[config.mk]
export PLATFORM = sky130hd
export DESIGN_NAME = qsn_merge_len15
export DESIGN_NICKNAME = d
export VERILOG_FILES = /design/src/rtl/qsn_merge_len15.sv
export SDC_FILE = /design/constraint.sdc
export NUM_CORES = 1
export LEC_CHECK = 0
export BUFFER_PORTS_ARGS = -buffer_cell sky130_fd_sc_hd__clkbuf_2
export CORE_AREA = 2 2 103 105
export DETAILED_ROUTE_END_ITERATION = 6
export DIE_AREA = 0 0 105 107
export PLACE_DENSITY = 0.62
export SLEW_MARGIN = 20
export SYNTH_ARGS = -nofsm -noshare
export SYNTH_HDL_FRONTEND = slang
export SYNTH_SLANG_ARGS = --single-unit
export TNS_END_PERCENT = 10
[constraint.sdc]
create_clock -name sys_clk -period 3.9 [get_ports sys_clk]
set_clock_uncertainty 0.15 [all_clocks]
set_input_delay 0.39 -clock sys_clk [delete_from_list [all_inputs] [get_ports sys_clk]]
set_output_delay 0.39 -clock sys_clk [all_outputs]
set_load 0.05 [all_outputs]
[src/rtl/qsn_merge_len15.sv]
// Merge/output stage behind the QSN left/right cyclic shifters.
// Tracks each accepted shift factor through the shifter latency and builds the
// per-bit select mask. It merges the two shifter results and buffers the merged
// vectors in a small credit-paced FIFO.
module qsn_merge_len15 #(
  parameter int PC          = 15,
  parameter int SEL_W       = 4,
  parameter int SHIFTER_LAT = 1,
  parameter int FIFO_DEPTH  = 4
) (
  input  logic             sys_clk,
  input  logic             rst,
  input  logic             in_valid,
  input  logic [SEL_W-1:0] in_shift,
  output logic             in_ready,
  input  logic [PC-1:0]    right_in,
  input  logic [PC-1:0]    left_in,
  output logic [PC-1:0]    out_data,
  output logic             out_valid,
  input  logic             out_ready,
  output logic [SEL_W-1:0] fifo_level,
  output logic             err_shift
);

  localparam int PTR_W = (FIFO_DEPTH > 1) ? $clog2(FIFO_DEPTH) : 1;
  localparam int CRD_W = 8;

  // Upper s bits come from the left shifter; s=0 selects the right shifter only.
  function automatic logic [PC-1:0] build_mask(input logic [SEL_W-1:0] s);
    logic [PC-1:0] m;
    m = '0;
    for (int j = 0; j < PC; j++) begin
      m[j] = (j >= (PC - int'(s)));
    end
    return m;
  endfunction

  function automatic logic [PC-1:0] merge_bits(input logic [PC-1:0] r,
                                               input logic [PC-1:0] l,
                                               input logic [PC-1:0] m);
    return (l & m) | (r & ~m);
  endfunction

  logic             accept;
  logic             shift_bad;
  logic [SEL_W-1:0] shift_clean;

  logic             dly_vld_q [SHIFTER_LAT];
  logic [SEL_W-1:0] dly_sft_q [SHIFTER_LAT];

  logic             stage_vld;
  logic [SEL_W-1:0] stage_sft;
  logic [PC-1:0]    merged;

  logic [PC-1:0]    mem_q [FIFO_DEPTH];
  logic [PTR_W-1:0] wr_ptr_q, wr_ptr_d;
  logic [PTR_W-1:0] rd_ptr_q, rd_ptr_d;
  logic [SEL_W-1:0] level_q, level_d;
  logic             err_q, err_d;
  logic             push, pop;
  logic [CRD_W-1:0] credit_used;

  assign accept      = in_valid & in_ready;
  assign shift_bad   = (32'(in_shift) >= PC);
  assign shift_clean = shift_bad ? '0 : in_shift;

  // Delay-line valid bits follow the shifter pipeline and are cleared by reset.
  always_ff @(posedge sys_clk) begin
    if (rst) begin
      for (int i = 0; i < SHIFTER_LAT; i++) dly_vld_q[i] <= 1'b0;
    end else begin
      dly_vld_q[0] <= accept;
      for (int i = 1; i < SHIFTER_LAT; i++) dly_vld_q[i] <= dly_vld_q[i-1];
    end
  end

  // Delay-line shift factors are data only; an illegal factor is stored as 0.
  always_ff @(posedge sys_clk) begin
    dly_sft_q[0] <= shift_clean;
    for (int i = 1; i < SHIFTER_LAT; i++) dly_sft_q[i] <= dly_sft_q[i-1];
  end

  assign stage_vld = dly_vld_q[SHIFTER_LAT-1];
  assign stage_sft = dly_sft_q[SHIFTER_LAT-1];
  assign merged    = merge_bits(right_in, left_in, build_mask(stage_sft));

  assign out_valid = (level_q != '0);
  assign push      = stage_vld;
  assign pop       = out_valid & out_ready;

  // Next-state for FIFO pointers, occupancy and the sticky shift error.
  always_comb begin
    wr_ptr_d = wr_ptr_q;
    rd_ptr_d = rd_ptr_q;
    level_d  = level_q;
    err_d    = err_q | (accept & shift_bad);
    if (push) wr_ptr_d = wr_ptr_q + 1'b1;
    if (pop)  rd_ptr_d = rd_ptr_q + 1'b1;
    case ({push, pop})
      2'b10:   level_d = level_q + 1'b1;
      2'b01:   level_d = level_q - 1'b1;
      default: level_d = level_q;
    endcase
  end

  // FIFO control state register.
  always_ff @(posedge sys_clk) begin
    if (rst) begin
      wr_ptr_q <= '0;
      rd_ptr_q <= '0;
      level_q  <= '0;
      err_q    <= 1'b0;
    end else begin
      wr_ptr_q <= wr_ptr_d;
      rd_ptr_q <= rd_ptr_d;
      level_q  <= level_d;
      err_q    <= err_d;
    end
  end

  // FIFO storage: written at the tail whenever an aligned vector arrives.
  always_ff @(posedge sys_clk) begin
    if (push) mem_q[wr_ptr_q] <= merged;
  end

  // Occupancy must stay in range, and credits must prevent pushing into a full FIFO.
  always_ff @(posedge sys_clk) begin
    if (!rst) begin
      assert (32'(level_q) <= FIFO_DEPTH)
        else $error("fifo_level out of range: %0d", level_q);
      assert (!(push && !pop && (32'(level_q) == FIFO_DEPTH)))
        else $error("push into full FIFO");
    end
  end

  // Credits in use are counted from registers only, so out_ready never reaches in_ready.
  always_comb begin
    credit_used = CRD_W'(level_q);
    for (int i = 0; i < SHIFTER_LAT; i++) begin
      credit_used = credit_used + CRD_W'(dly_vld_q[i]);
    end
  end

  assign in_ready   = (credit_used < CRD_W'(FIFO_DEPTH)) & ~rst;
  assign out_data   = out_valid ? mem_q[rd_ptr_q] : '0;
  assign fifo_level = level_q;
  assign err_shift  = err_q;

endmodule

# Word level (Yosys, flattened, before mapping)
# Memories as Yosys holds them, arrays and structs flattened. A register that Yosys moved wholly into a read port is not among the register bits.
# Index checks and enable logic that the tools add are counted.
# W data, S select, Z words.
op_classes:
  addsub: 6
  order_cmp: 17
  eq_ne: 2
  muxes: 12
  bitwise: 10
  reduce_logical: 3
op_table:
  columns: ["cell", "n"]
  rows:
  - ["$ge A5 B5 Y1 const A", 7]
  - ["$and A15 B15 Y15", 2]
  - ["$ge A4 B5 Y1 const A", 4]
  - ["$mux W15", 1]
  - ["$not A15 Y15", 1]
  - ["$or A15 B15 Y15", 1]
  - ["$ge A3 B5 Y1 const A", 2]
  - ["$pmux W4 S2", 1]
  - ["$mux W1", 7]
  - ["$add A4 B1 Y5", 1]
  - ["$ge A1 B5 Y1 const A", 1]
  - ["$ge A2 B5 Y1 const A", 1]
  - ["$lt A5 B3 Y1 const B", 1]
  - ["$sub A4 B4 Y5 const A", 1]
  - ["$add A2 B1 Y2 const B", 2]
  - ["$add A4 B1 Y4 const B", 1]
  - ["$and A1 B1 Y1", 4]
  - ["$ge A4 B4 Y1 const B", 1]
  - ["$mux W2", 2]
  - ["$mux W4", 1]
  - ["$reduce_bool A4 Y1", 1]
  - ["$sub A4 B1 Y4 const B", 1]
  - ["$eq A2 B1 Y1 const B", 1]
  - ["$eq A2 B2 Y1 const B", 1]
  - ["other kinds (4)", 4]
word_totals:
  regBits: 9
  mem_bits_rw: 65
  in_bits: 38
  out_inout_bits: 22
  memories: 3
memory_table:
  columns: ["memory", "depth", "word_bits", "read_ports", "rd_ports_with_merged_regs", "write_ports", "line", "text"]
  rows:
  - ["mem_q", 4, 15, 1, 1, 1, "55", "logic [PC-1:0] mem_q [FIFO_DEPTH];"]
  - ["dly_sft_q", 1, 4, 1, 0, 1, "49", "logic [SEL_W-1:0] dly_sft_q [SHIFTER_LAT];"]
  - ["dly_vld_q", 1, 1, 1, 0, 1, "48", "logic dly_vld_q [SHIFTER_LAT];"]

# Longest topological paths before layout
# An unclocked memory read counts as a cell.
depth:
  ltp_word: 7
  mapped_depth: 10
  ltp_nobuf: 9

# Least setup slack after synthesis
# Ideal clock, no wire load.
synth_path:
  path_kind: "flip-flop to flip-flop"
  from: "register level_q[0], in the netlist fifo_level[0]"
  to: "register err_q, in the netlist err_shift"
  arrival_time_ps: 2671
  t_required_ps: 3678
  slack_ps: 1008
  stages_incl_launch_ff: 5
  n_path_buf: 0
  period_less_slack_ps: 2892
  cell_sequence: "dfxtp_1 > and3_1 > nor4_1 > a31oi_1 > nor2_1"
synth_between:
  elab_chain_cells: 6
synth_rtl:
  columns: ["element", "line", "text"]
  rows:
  - ["start, declared", "58", "logic [SEL_W-1:0] level_q, level_d;"]
  - ["start signal, assigned", "116", "level_q <= level_d;"]
  - ["$add A4 B1 Y5", "140", "credit_used = credit_used + CRD_W'(dly_vld_q[i]);"]
  - ["$lt A5 B3 Y1", "144", "assign in_ready = (credit_used < CRD_W'(FIFO_DEPTH)) & ~rst;"]
  - ["$and A1 B1 Y1", "144", null]
  - ["named net in_ready", "15", "output logic in_ready,"]
  - ["$and A1 B1 Y1", "63", "assign accept = in_valid & in_ready;"]
  - ["$and A1 B1 Y1", "96", "err_d = err_q | (accept & shift_bad);"]
  - ["$or A1 B1 Y1", "96", null]
  - ["end signal, assigned", "117", "err_q <= err_d;"]
  - ["end, declared", "59", "logic err_q, err_d;"]
# The timed path passes the listed nets, and every way through them passes these cells.
# A chain may end at the register's enable or synchronous reset.

# Worst setup path after layout
layout_path:
  from: "register level_q[1], in the netlist fifo_level[1]"
  to: "register level_q[2], in the netlist fifo_level[2]"
layout_between:
  elab_chain_cells: 4
  elab_cells_between_ends: 8
  cone_classes: "2 x add/sub; 2 x eq/ne; 1 x mux; 1 x bitwise; 2 x reduce/logical"
layout_rtl:
  columns: ["element", "line", "text"]
  rows:
  - ["$reduce_bool A4 Y1", "87", "assign out_valid = (level_q != '0);"]
  - ["$and A1 B1 Y1", "89", "assign pop = out_valid & out_ready;"]
  - ["$eq A2 B1 Y1 / $eq A2 B2 Y1 (equally long branches)", "99", "case ({push, pop})"]
  - ["$pmux W4 S2 / $reduce_bool A2 Y1 (equally long branches)", null, null]
# Several ways; a longest one is shown, not always the timed one.

==> results.txt <==
Status -> completed
CP endpoint kind -> flop
Quantity of I/O buffers inserted on ports -> 59
FFs w/ async S/R, synth -> 0
Final Hold Fails -> 0
Synth cell count leaders -> edfxtp_1, and2_1, dfxtp_1, mux2_2, mux4_2
Synth Net Count -> 249
Largest cells by area after synthesis -> edfxtp_1, mux4_2, dfxtp_1
WS Path Type -> reg -> reg
Diodes inserted -> 0
Synthesized area per cell -> 16.0 µm²
EDFF count, synth -> 60
GPL Wtd Cong -> 0.715
Core area -> 10100 µm²
Hold Slack -> 0.113 ns
Distinct cells, synth -> 33
Routed Antenna Nets -> 0
Netlist Area Pre-Place -> 3260 µm²
Reg clk slew, reported paths -> 0.07 ns
Synth-to-Final Area Change -> 17.9%
Endpoints failing setup -> 0
Post-detailed-route wirelength per cell -> 15.3 µm
Layout cell share with drive strength beyond 1 -> 0.385
Leakage Power -> 1.40 nW
Synthesized flop and latch total -> 76
CTS Sinks -> 76
Initial antenna violation count -> 0
Yosys top cell by area -> edfxtp_1
Crit start category -> flop
Pwr per Cell Area -> 722 nW/µm²
Cell count of the worst reg-to-reg path -> 9
Setup slack, reg-to-reg -> 0.82 ns
Final Cycle Share -> 0.790
Post-Layout Cell Count -> 406
Post-synth top flop -> edfxtp_1
Max-slew headroom -> 0.471
Hpwl dp -> 4.32 mm
Layout Utilization -> 0.380
Placed cell count -> 390
Starting DRT DRC Count -> 75
CTS Buf Count -> 9
Fmax -> 325 MHz
CP Launch Point -> fifo_level[1]$_SDFFE_PP0P_
Share of the synthesized area in the top cell type -> 0.553
Crit path DAT -> 3.20 ns
Vias -> 1844
Synth warn -> 0
Initial Util -> 0.323
Tightest Pin Transition -> 0.793 ns
First-pass GRT wire length -> 10.0 mm
Most frequent cell after synthesis -> edfxtp_1
Hold Buf Count CTS -> 0
Ports -> 60
DIE WIDTH -> 105 µm
Clk_lat worst skew -> 0.34 ns
Max Fanout on Critical Path -> 18
Overflow after GRT -> 0
Sequential-to-total area share from yosys stat -> 0.652
R2R Path End -> fifo_level[2]$_SDFFE_PP0P_
Worst setup path endpoint -> fifo_level[2]$_SDFFE_PP0P_
CTS root buf -> clkbuf_8
Largest net degree at the start of global routing -> 19
Routed vias/inst -> 4.54
All-layer global routing usage -> 0.120
Nets@finish -> 310
RSZ-0062 raised after global routing -> no
Clock Tree Buf Depth -> 2
Hold Path Depth -> 2
Vias in the first global route -> 1916
CP required -> 4.02 ns
FP Rows -> 37
Max_cap viols -> 0
CTS tree -> yes
Final Max Tran Viols -> 0
# H-tree levels -> 3
DRC Markers -> 0
Hold WC Path Type -> in -> reg
Die H -> 107 µm
Die area -> 11200 µm²
Post-Syn Instances -> 204
Worst r2r src -> fifo_level[1]$_SDFFE_PP0P_
VDD IR max -> 0.321 mV
Final worst path period need -> 3.08 ns
Final wirelength -> 6.21 mm
Post-CTS setup buffer count -> 0
First-pass DRT Iterations -> 4
Setup total negative slack -> 0 ns
CTS-repair resized insts -> 0
## sequential cells by signal, indices dropped and copies added, names as in the netlist, named ones only
| name | cells |
|---|---|
| mem_q | 60 |
| dly_sft_q | 4 |
| fifo_level | 4 |
| rd_ptr_q | 2 |
| wr_ptr_q | 2 |
| dly_vld_q | 1 |
| err_shift | 1 |
## power by group
group | total (mW) | switching (mW) | internal, mW
logic | 1.26 | 0.862 | 0.396
registers | 1.04 | 0.0705 | 0.971
clock network | 0.475 | 0.250 | 0.224
total | 2.77 | 1.18 | 1.59
## cells in the final DEF (no fill, tap or decap), drive strengths merged
master	netlist	routed
nor3	2	2
mux2i	2	2
nor2	10	10
mux4	15	15
clkinv	0	4
a21oi	5	5
o21ai	3	3
and2	26	26
nand3	3	3
nand3b	1	1
o31ai	1	1
edfxtp	60	60
and3	1	1
xnor2	2	2
xor2	4	4
or4	1	1
or3	1	1
ha	7	7
buf	3	1
nor3b	2	2
a211o	1	1
nand4	2	2
clkbuf	7	71
mux2	16	16
nor2b	1	1
nand2b	1	1
inv	4	4
a31oi	3	3
nor4	2	2
nand2	1	1
dfxtp	16	16
or2	1	1
## final cells by class
type	instances	area (µm²)
clock buffers	12	135
clock inverters	4	16.3
fillers	996	6250
inverters	4	15.0
multi-input cells	114	1080
flip-flops and latches	76	2120
well taps	136	170
repair buffers	60	303
## layer usage
metal | vias to the layer above | wire length [µm] | share of wire | track usage
li1 | 894 | - | - | -
met1 | 900 | 2720 | 0.44 | 0.146
met2 | 45 | 3150 | 0.51 | 0.199
met3 | 5 | 269 | 0.043 | 0.0444
met4 | 0 | 70 | 0.011 | 0.0371
met5 | - | 0 | 0 | 0
## cell families after synthesis
group                    after synthesis  share of synthesized area
AO/OA/AOI/OAI                         13                     0.0230
XOR/XNOR                               6                     0.0184
adder cells (fa/ha/maj)                7                     0.0269
buffers and inverters                 14                     0.0173
flip-flops                            76                      0.652
multiplexers                          33                      0.165
AND/OR/NAND/NOR                       55                     0.0976
## critical path: stages, from the launching register on
cell and delay [ns]:
dfxtp_1 0.38, or4_1 0.85, and2_4 0.32, ha_1 0.25, xor2_1 0.17, ha_1 0.19, a21oi_1 0.16, xor2_1 0.09
or3_1 0.31, a21oi_1 0.13
## worst min path at each step
stage / start / endpoint / slack, ns
2_1_floorplan: rd_ptr_q[1]$_SDFFE_PP0N_ / flop / 0.33
3_3_place_gp: err_shift$_SDFF_PP0_ / err_shift$_SDFF_PP0_ / 0.30
3_5_place_dp: err_shift$_SDFF_PP0_ / err_shift$_SDFF_PP0_ / 0.32
4_1_cts: in_valid / dly_vld_q[0]$_SDFF_PP0_ / 0.1
5_1_grt: in_shift[2] / dly_sft_q[0][2]$_SDFF_PP0_ / 0.11
6_report: in_valid / dly_vld_q[0]$_SDFF_PP0_ / 0.11
## through the flow
stage	area [µm²]	total power, mW	setup slack, ns
global placement	3690	2.32	0.886
floorplan	3260	2.05	1.01
global route	3840	2.92	0.592
finish	3840	2.77	0.819
CTS	3840	2.82	0.767
detailed placement	3690	2.35	0.805
Power figures use the tool's default switching activity.
